<file path="src/rtl/pio_bank_irq_if.sv">
// Avalon-MM slave bus bundle for pio_bank_irq: word address, strobes, write data
// and registered read data.
interface pio_bank_irq_if #(
   parameter int DATA_W = 32
);
   logic [3:0]        avs_address;
   logic              avs_chipselect;
   logic              avs_read;
   logic              avs_write;
   logic [DATA_W-1:0] avs_writedata;
   logic [DATA_W-1:0] avs_readdata;

   modport master (
      output avs_address, avs_chipselect, avs_read, avs_write, avs_writedata,
      input  avs_readdata
   );

   modport slave (
      input  avs_address, avs_chipselect, avs_read, avs_write, avs_writedata,
      output avs_readdata
   );
endinterface

</file>
<file path="src/rtl/pio_bank_irq.sv">
// Avalon-MM PIO bank: N_OUT output registers, synchronised input port with edge capture,
// interrupt mask and level irq. Define PIO_DEBOUNCE_EN to add a per-bit debounce filter.
module pio_bank_irq #(
   parameter int              DATA_W    = 32,
   parameter int              IN_W      = 16,
   parameter int              N_OUT     = 4,
   parameter int              EDGE_MODE = 0,
   parameter logic [DATA_W-1:0] OUT_RST = '0,
   parameter int              DEB_CYC   = 50000
) (
   input  logic                    clk,
   input  logic                    reset_n,
   pio_bank_irq_if.slave           avs,
   output logic                    irq,
   input  logic [IN_W-1:0]         in_port,
   output logic [N_OUT*DATA_W-1:0] out_port
);

   if (IN_W < 1 || IN_W > DATA_W || N_OUT < 1 || N_OUT > 12 || DEB_CYC < 1) begin : g_bad_param
      $error("pio_bank_irq: parameter out of range");
   end

   logic [IN_W-1:0]   sync1, sync2, filt, filt_d;
   logic [IN_W-1:0]   edge_det, edge_cap, irq_mask, w1c;
   logic [DATA_W-1:0] out_reg [N_OUT];
   logic [DATA_W-1:0] rd_mux;
   logic              wr_en, rd_en;

   assign wr_en = avs.avs_chipselect & avs.avs_write;
   assign rd_en = avs.avs_chipselect & avs.avs_read;

   always_ff @(posedge clk or negedge reset_n) begin
      if (!reset_n) begin
         sync1  <= '0;
         sync2  <= '0;
         filt_d <= '0;
      end else begin
         sync1  <= in_port;
         sync2  <= sync1;
         filt_d <= filt;
      end
   end

`ifdef PIO_DEBOUNCE_EN
   localparam int CW = $clog2(DEB_CYC + 1);
   logic [CW-1:0] deb_cnt [IN_W];

   // Counter runs only while the synced bit disagrees with filt; any return to agreement restarts it.
   always_ff @(posedge clk or negedge reset_n) begin
      if (!reset_n) begin
         filt <= '0;
         for (int unsigned b = 0; b < IN_W; b++) deb_cnt[b] <= '0;
      end else begin
         for (int unsigned b = 0; b < IN_W; b++) begin
            if (sync2[b] == filt[b]) begin
               deb_cnt[b] <= '0;
            end else if (deb_cnt[b] == CW'(DEB_CYC - 1)) begin
               filt[b]    <= sync2[b];
               deb_cnt[b] <= '0;
            end else begin
               deb_cnt[b] <= deb_cnt[b] + 1'b1;
            end
         end
      end
   end
`else
   assign filt = sync2;
`endif

   always_comb begin
      case (EDGE_MODE)
         0:       edge_det = filt & ~filt_d;
         1:       edge_det = ~filt & filt_d;
         default: edge_det = filt ^ filt_d;
      endcase
   end

   assign w1c = (wr_en && avs.avs_address == 4'd1) ? avs.avs_writedata[IN_W-1:0] : '0;

   always_comb begin
      rd_mux = '0;
      case (avs.avs_address)
         4'd0: rd_mux[IN_W-1:0] = filt;
         4'd1: rd_mux[IN_W-1:0] = edge_cap;
         4'd2: rd_mux[IN_W-1:0] = irq_mask;
         default: begin
            for (int unsigned k = 0; k < N_OUT; k++)
               if (avs.avs_address == 4'(k + 4)) rd_mux = out_reg[k];
         end
      endcase
   end

   // Edge is OR-ed in after the clear so a coincident edge keeps the bit set.
   always_ff @(posedge clk or negedge reset_n) begin
      if (!reset_n) begin
         edge_cap         <= '0;
         irq_mask         <= '0;
         irq              <= 1'b0;
         avs.avs_readdata <= '0;
         for (int unsigned k = 0; k < N_OUT; k++) out_reg[k] <= OUT_RST;
      end else begin
         edge_cap         <= (edge_cap & ~w1c) | edge_det;
         irq              <= |(edge_cap & irq_mask);
         avs.avs_readdata <= rd_en ? rd_mux : '0;
         if (wr_en && avs.avs_address == 4'd2) irq_mask <= avs.avs_writedata[IN_W-1:0];
         for (int unsigned k = 0; k < N_OUT; k++)
            if (wr_en && avs.avs_address == 4'(k + 4)) out_reg[k] <= avs.avs_writedata;
      end
   end

   for (genvar k = 0; k < N_OUT; k++) begin : g_out
      assign out_port[k*DATA_W +: DATA_W] = out_reg[k];
   end

endmodule
</file>
<file path="src/flat_wrapper.sv">
// flat-port wrapper written by rule: the top's interface ports become plain ports
module pio_bank_irq_flat 
#(
   parameter int              DATA_W    = 32,
   parameter int              IN_W      = 16,
   parameter int              N_OUT     = 4,
   parameter int              EDGE_MODE = 0,
   parameter logic [DATA_W-1:0] OUT_RST = '0,
   parameter int              DEB_CYC   = 50000
)
  (clk, reset_n, irq, in_port, out_port, avs_avs_address, avs_avs_chipselect, avs_avs_read, avs_avs_write, avs_avs_writedata, avs_avs_readdata);
  pio_bank_irq_if #(.DATA_W(DATA_W)) avs_i ();
  input  logic clk;
  input  logic reset_n;
  output logic irq;
  input  logic [IN_W-1:0] in_port;
  output logic [N_OUT*DATA_W-1:0] out_port;
  input wire logic [$bits(avs_i.avs_address)-1:0] avs_avs_address;
  input wire logic [$bits(avs_i.avs_chipselect)-1:0] avs_avs_chipselect;
  input wire logic [$bits(avs_i.avs_read)-1:0] avs_avs_read;
  input wire logic [$bits(avs_i.avs_write)-1:0] avs_avs_write;
  input wire logic [$bits(avs_i.avs_writedata)-1:0] avs_avs_writedata;
  output wire logic [$bits(avs_i.avs_readdata)-1:0] avs_avs_readdata;
  assign avs_i.avs_address = avs_avs_address;
  assign avs_i.avs_chipselect = avs_avs_chipselect;
  assign avs_i.avs_read = avs_avs_read;
  assign avs_i.avs_write = avs_avs_write;
  assign avs_i.avs_writedata = avs_avs_writedata;
  assign avs_avs_readdata = avs_i.avs_readdata;
  pio_bank_irq #(.DATA_W(DATA_W), .IN_W(IN_W), .N_OUT(N_OUT), .EDGE_MODE(EDGE_MODE), .OUT_RST(OUT_RST), .DEB_CYC(DEB_CYC)) u_core (.clk(clk), .reset_n(reset_n), .avs(avs_i), .irq(irq), .in_port(in_port), .out_port(out_port));
endmodule
</file>
<file path="config.mk">
export PLATFORM = sky130hd
export DESIGN_NAME = pio_bank_irq_flat
export DESIGN_NICKNAME = d
export VERILOG_FILES = /design/src/rtl/pio_bank_irq_if.sv /design/src/rtl/pio_bank_irq.sv /design/src/flat_wrapper.sv
export SDC_FILE = /design/constraint.sdc
export NUM_CORES = 1
export LEC_CHECK = 0
export ABC_AREA = 0
export ABC_CLOCK_PERIOD_IN_PS = 1200
export BUFFER_PORTS_ARGS = -buffer_cell sky130_fd_sc_hd__buf_2
export CAP_MARGIN = 20
export CORE_MARGIN = 2
export CORE_UTILIZATION = 49
export DETAILED_ROUTE_END_ITERATION = 10
export PLACE_DENSITY = 0.77
export RECOVER_POWER = 25
export SLEW_MARGIN = 20
export SYNTH_ARGS = -nofsm -noshare
export SYNTH_HDL_FRONTEND = slang
export SYNTH_SLANG_ARGS = --single-unit
</file>
<file path="constraint.sdc">
create_clock -name clk -period 1.2 [get_ports clk]
set_clock_uncertainty 0.15 [all_clocks]
set_input_delay 0.06 -clock clk [delete_from_list [all_inputs] [get_ports clk]]
set_output_delay 0.06 -clock clk [all_outputs]
set_load 0.005 [all_outputs]
</file>
==> results.sh <==
export IMPL_status="finished with violations"
export IMPL_violations="negative hold slack, negative setup slack"
export IMPL_coreArea_um2=19300
export IMPL_synthArstFlopShare_pct=100
export IMPL_grt_pass1_vias=8898
export IMPL_synth_top_area_share_pct=63.1
export IMPL_clock_sinks=241
export IMPL_worst_r2r_setup_slack_ns=-0.24
export IMPL_grt_pass1_wl_mm=48.9
export IMPL_io_pins=218
export IMPL_ys_ff_latch=241
export IMPL_yosysTopAreaCell="dfrtp_1"
export IMPL_swShare_pct=27.0
export IMPL_final_antenna_net_count=0
export IMPL_clkLatencyLatePin_ns=0.52
export IMPL_drtPass1Iterations=6
export IMPL_synth_area_mux_share_pct=18.6
export IMPL_first_iter_violations=707
export IMPL_synth_main_ff_cell="dfrtp_1"
export IMPL_endpoint_kind="flop"
export IMPL_ys_seq_area_share_pct=63.1
export IMPL_vias=8426
export IMPL_rsz0062_at_grt="yes"
export IMPL_grt_antenna_before_repair=1
export IMPL_h_tree_depth=1
export IMPL_via_per_inst=5.77
export IMPL_io_buffers=217
export IMPL_slew_viol_final=0
export IMPL_finalSetupTns_ns=-15.25
export IMPL_grt_ovfl_total=0
export IMPL_die_area_um2=20600
export IMPL_cts_hold_fix_buffers=50
export IMPL_ir_drop_mv=1.12
export IMPL_power_switching_mw=6.39
export IMPL_critPathMaxFanout=2
export IMPL_timing_hold_ws_ns=-0.0116
export IMPL_syn_area_um2=9560
export IMPL_cts_root_buf="clkbuf_16"
export IMPL_setup_viol=180
export IMPL_leakage_nw=7.32
export IMPL_drive_gt1_share_pct=56.9
export IMPL_die_h_um=144
export IMPL_max_freq_mhz=694
export IMPL_grt_use_total_pct=30.9
export IMPL_wl_mm=33.5
export IMPL_p_total_mw=23.7
export IMPL_syn_inst=687
export IMPL_cts_buffers=25
export IMPL_yosys_area_share_adder_pct=0
export IMPL_synth_fp_nets=744
export IMPL_synth_top_family_by_area="multiplexers"
export IMPL_cp_arrival_ns=1.69
export IMPL_cap_viol_max_count=0
export IMPL_crit_path_start_kind="flop"
export IMPL_yosysWarnings=0
export IMPL_grt_max_degree=63
export IMPL_critPathRequiredTime_ns=1.45
export IMPL_nets=1235
export IMPL_final_cell_mix="dfrtp_1, buf_4, buf_2, mux2_2, buf_6"
export IMPL_finalWeightedCongestion=0.883
export IMPL_cts_tree="built"
export IMPL_syn2layout_area_growth_pct=55.5
export IMPL_setup_ws_ns=-0.240
export IMPL_netlist_top_cells_area="dfrtp_1, mux2_2, a21oi_1, a221oi_1, a22o_1"
export IMPL_syn_area_per_cell_um2=13.9
export IMPL_pwr_share_clk_pct=31.9
export IMPL_p_int_mw=17.3
export IMPL_worstSetupPathType="reg -> reg"
export IMPL_drcViolationCount=0
export IMPL_start_util_pct=49.6
export IMPL_wl_per_cell_um=23.0
export IMPL_cts_max_path_buffers=3
export IMPL_dpl_hpwl_mm=18.6
export IMPL_rows=51
export IMPL_slew_headroom_pct=47.4
export IMPL_p_per_area_nw_per_um2=1600
export IMPL_yosys_area_share_simple_pct=4.27
export IMPL_die_x_um=144
export IMPL_synth_edf_count=0
export IMPL_synth_xor_area_share_pct=0
export IMPL_hp_class="in -> reg"
export IMPL_timing_final_crit_share_pct=120
export IMPL_p_comb_share_pct=25.8
export IMPL_path_clk_slew_ns=0.06
export IMPL_synthDistinctLibCells=31
export IMPL_fin_crit_ns=1.44
export IMPL_seq_power_share_pct=42.3
export IMPL_worst_slew_pin_slew_ns=0.790
export IMPL_synth_compound_area_share_pct=11.5
export IMPL_layout_commonest_cell="dfrtp_1"
export IMPL_hold_viol=3
cell families (layout without fill, tap and decap cells):
| family | Yosys count | in the layout |
|---|---|---|
| simple gates | 71 | 71 |
| other cells | 0 | 1 |
| buf+inv | 56 | 563 |
| mux | 160 | 160 |
| compound gates | 159 | 159 |
| flops | 241 | 241 |
area by class of cell:
class,count,area (µm²)
Antenna cell,1,2.50
Clock buffer,33,686
Clock inverter,10,103
Fill cell,1050,4410
Inverter,16,60.1
Multi-Input combinational cell,390,3570
Sequential cell,241,6030
Tap cell,265,332
Timing Repair Buffer,504,4080
timing repair:
| item | CTS | global route |
|---|---|---|
| hold endpoints to repair | 421 | 20 |
| endpoints found under the setup margin | 178 | 188 |
| pin swaps | 21 | 5 |
| gates resized for setup | 121 | 31 |
| buffers inserted | 72 | 34 |
metrics by stage:
stage | cell area, µm² | instances | worst slack (ns) | util (%)
after CTS | 14500 | 1426 | -0.183 | 75.2
after global placement | 12100 | 1262 | -0.459 | 63.0
after global routing | 14900 | 1460 | -0.298 | 77.1
after detailed placement | 12100 | 1262 | -0.478 | 63.0
final | 14900 | 1460 | -0.240 | 77.1
after floorplan | 9740 | 687 | -0.271 | -
path summary, 6_finish.rpt:
| kind | startpoint | endpoint | cells after the start |
|---|---|---|---|
| min in group asynchronous | reset_n | u_core.filt[8] | 2 |
| max in group asynchronous | reset_n | u_core.out_port[66] | 3 |
| worst min-delay path | avs_avs_address[2] | u_core.edge_cap[2] | 5 |
| worst max-delay path | u_core.out_port[76] | u_core.avs.avs_readdata[12] | 5 |
| worst min register to register | u_core.sync1[15] | u_core.filt[15] | 0 |
| worst max register to register | u_core.out_port[76] | u_core.avs.avs_readdata[12] | 5 |
critical path, cell delays in order (launching register included):
cell and delay (ns):
dfrtp_1 0.40, mux2i_1 0.19, o21ai_2 0.09, a221oi_2 0.28
buf_4 0.18, a21oi_2 0.03
power groups by stage:
stage / Sequential, mW / Combinational (mW) / Clock [mW]
2_1_floorplan: 10.1 / 1.34 / 0
3_3_place_gp: 10.1 / 3.73 / 0
3_5_place_dp: 10.1 / 3.82 / 0
4_1_cts: 9.95 / 5.43 / 7.60
5_1_grt: 10.1 / 6.48 / 7.98
6_report: 10.0 / 6.12 / 7.58
per-layer routing:
layer	share of wire, %	wire [µm]	global-route usage (%)	up-vias
li1	-	-	-	3528
met1	37	12200	37.2	4295
met2	51	17100	53.5	474
met3	7.4	2490	6.23	129
met4	5.0	1660	14.7	0
met5	0	0	0	-
sequential cells by signal, indices dropped and copies added, names as in the netlist:
name / cells
u_core.irq: 1
u_core.filt_d: 16
u_core.irq_mask: 16
u_core.avs.avs_readdata: 32
u_core.sync1: 16
u_core.filt: 16
u_core.out_port: 128
u_core.edge_cap: 16
synth_stat cells, types with 2 or more instances:
master	n
a21oi_1	37
a222oi_1	12
mux2i_1	16
a22oi_1	20
nand2b_1	2
nor2_1	16
a21o_1	16
clkbuf_1	19
nor4_2	4
mux2_1	8
nand3b_1	16
inv_1	16
a221oi_1	20
o21ai_0	32
dfrtp_1	241
nand2_1	22
a22o_1	20
buf_1	2
buf_2	19
nor3_2	3
mux2_2	136
No activity file was read; power rests on OpenSTA's default activity.
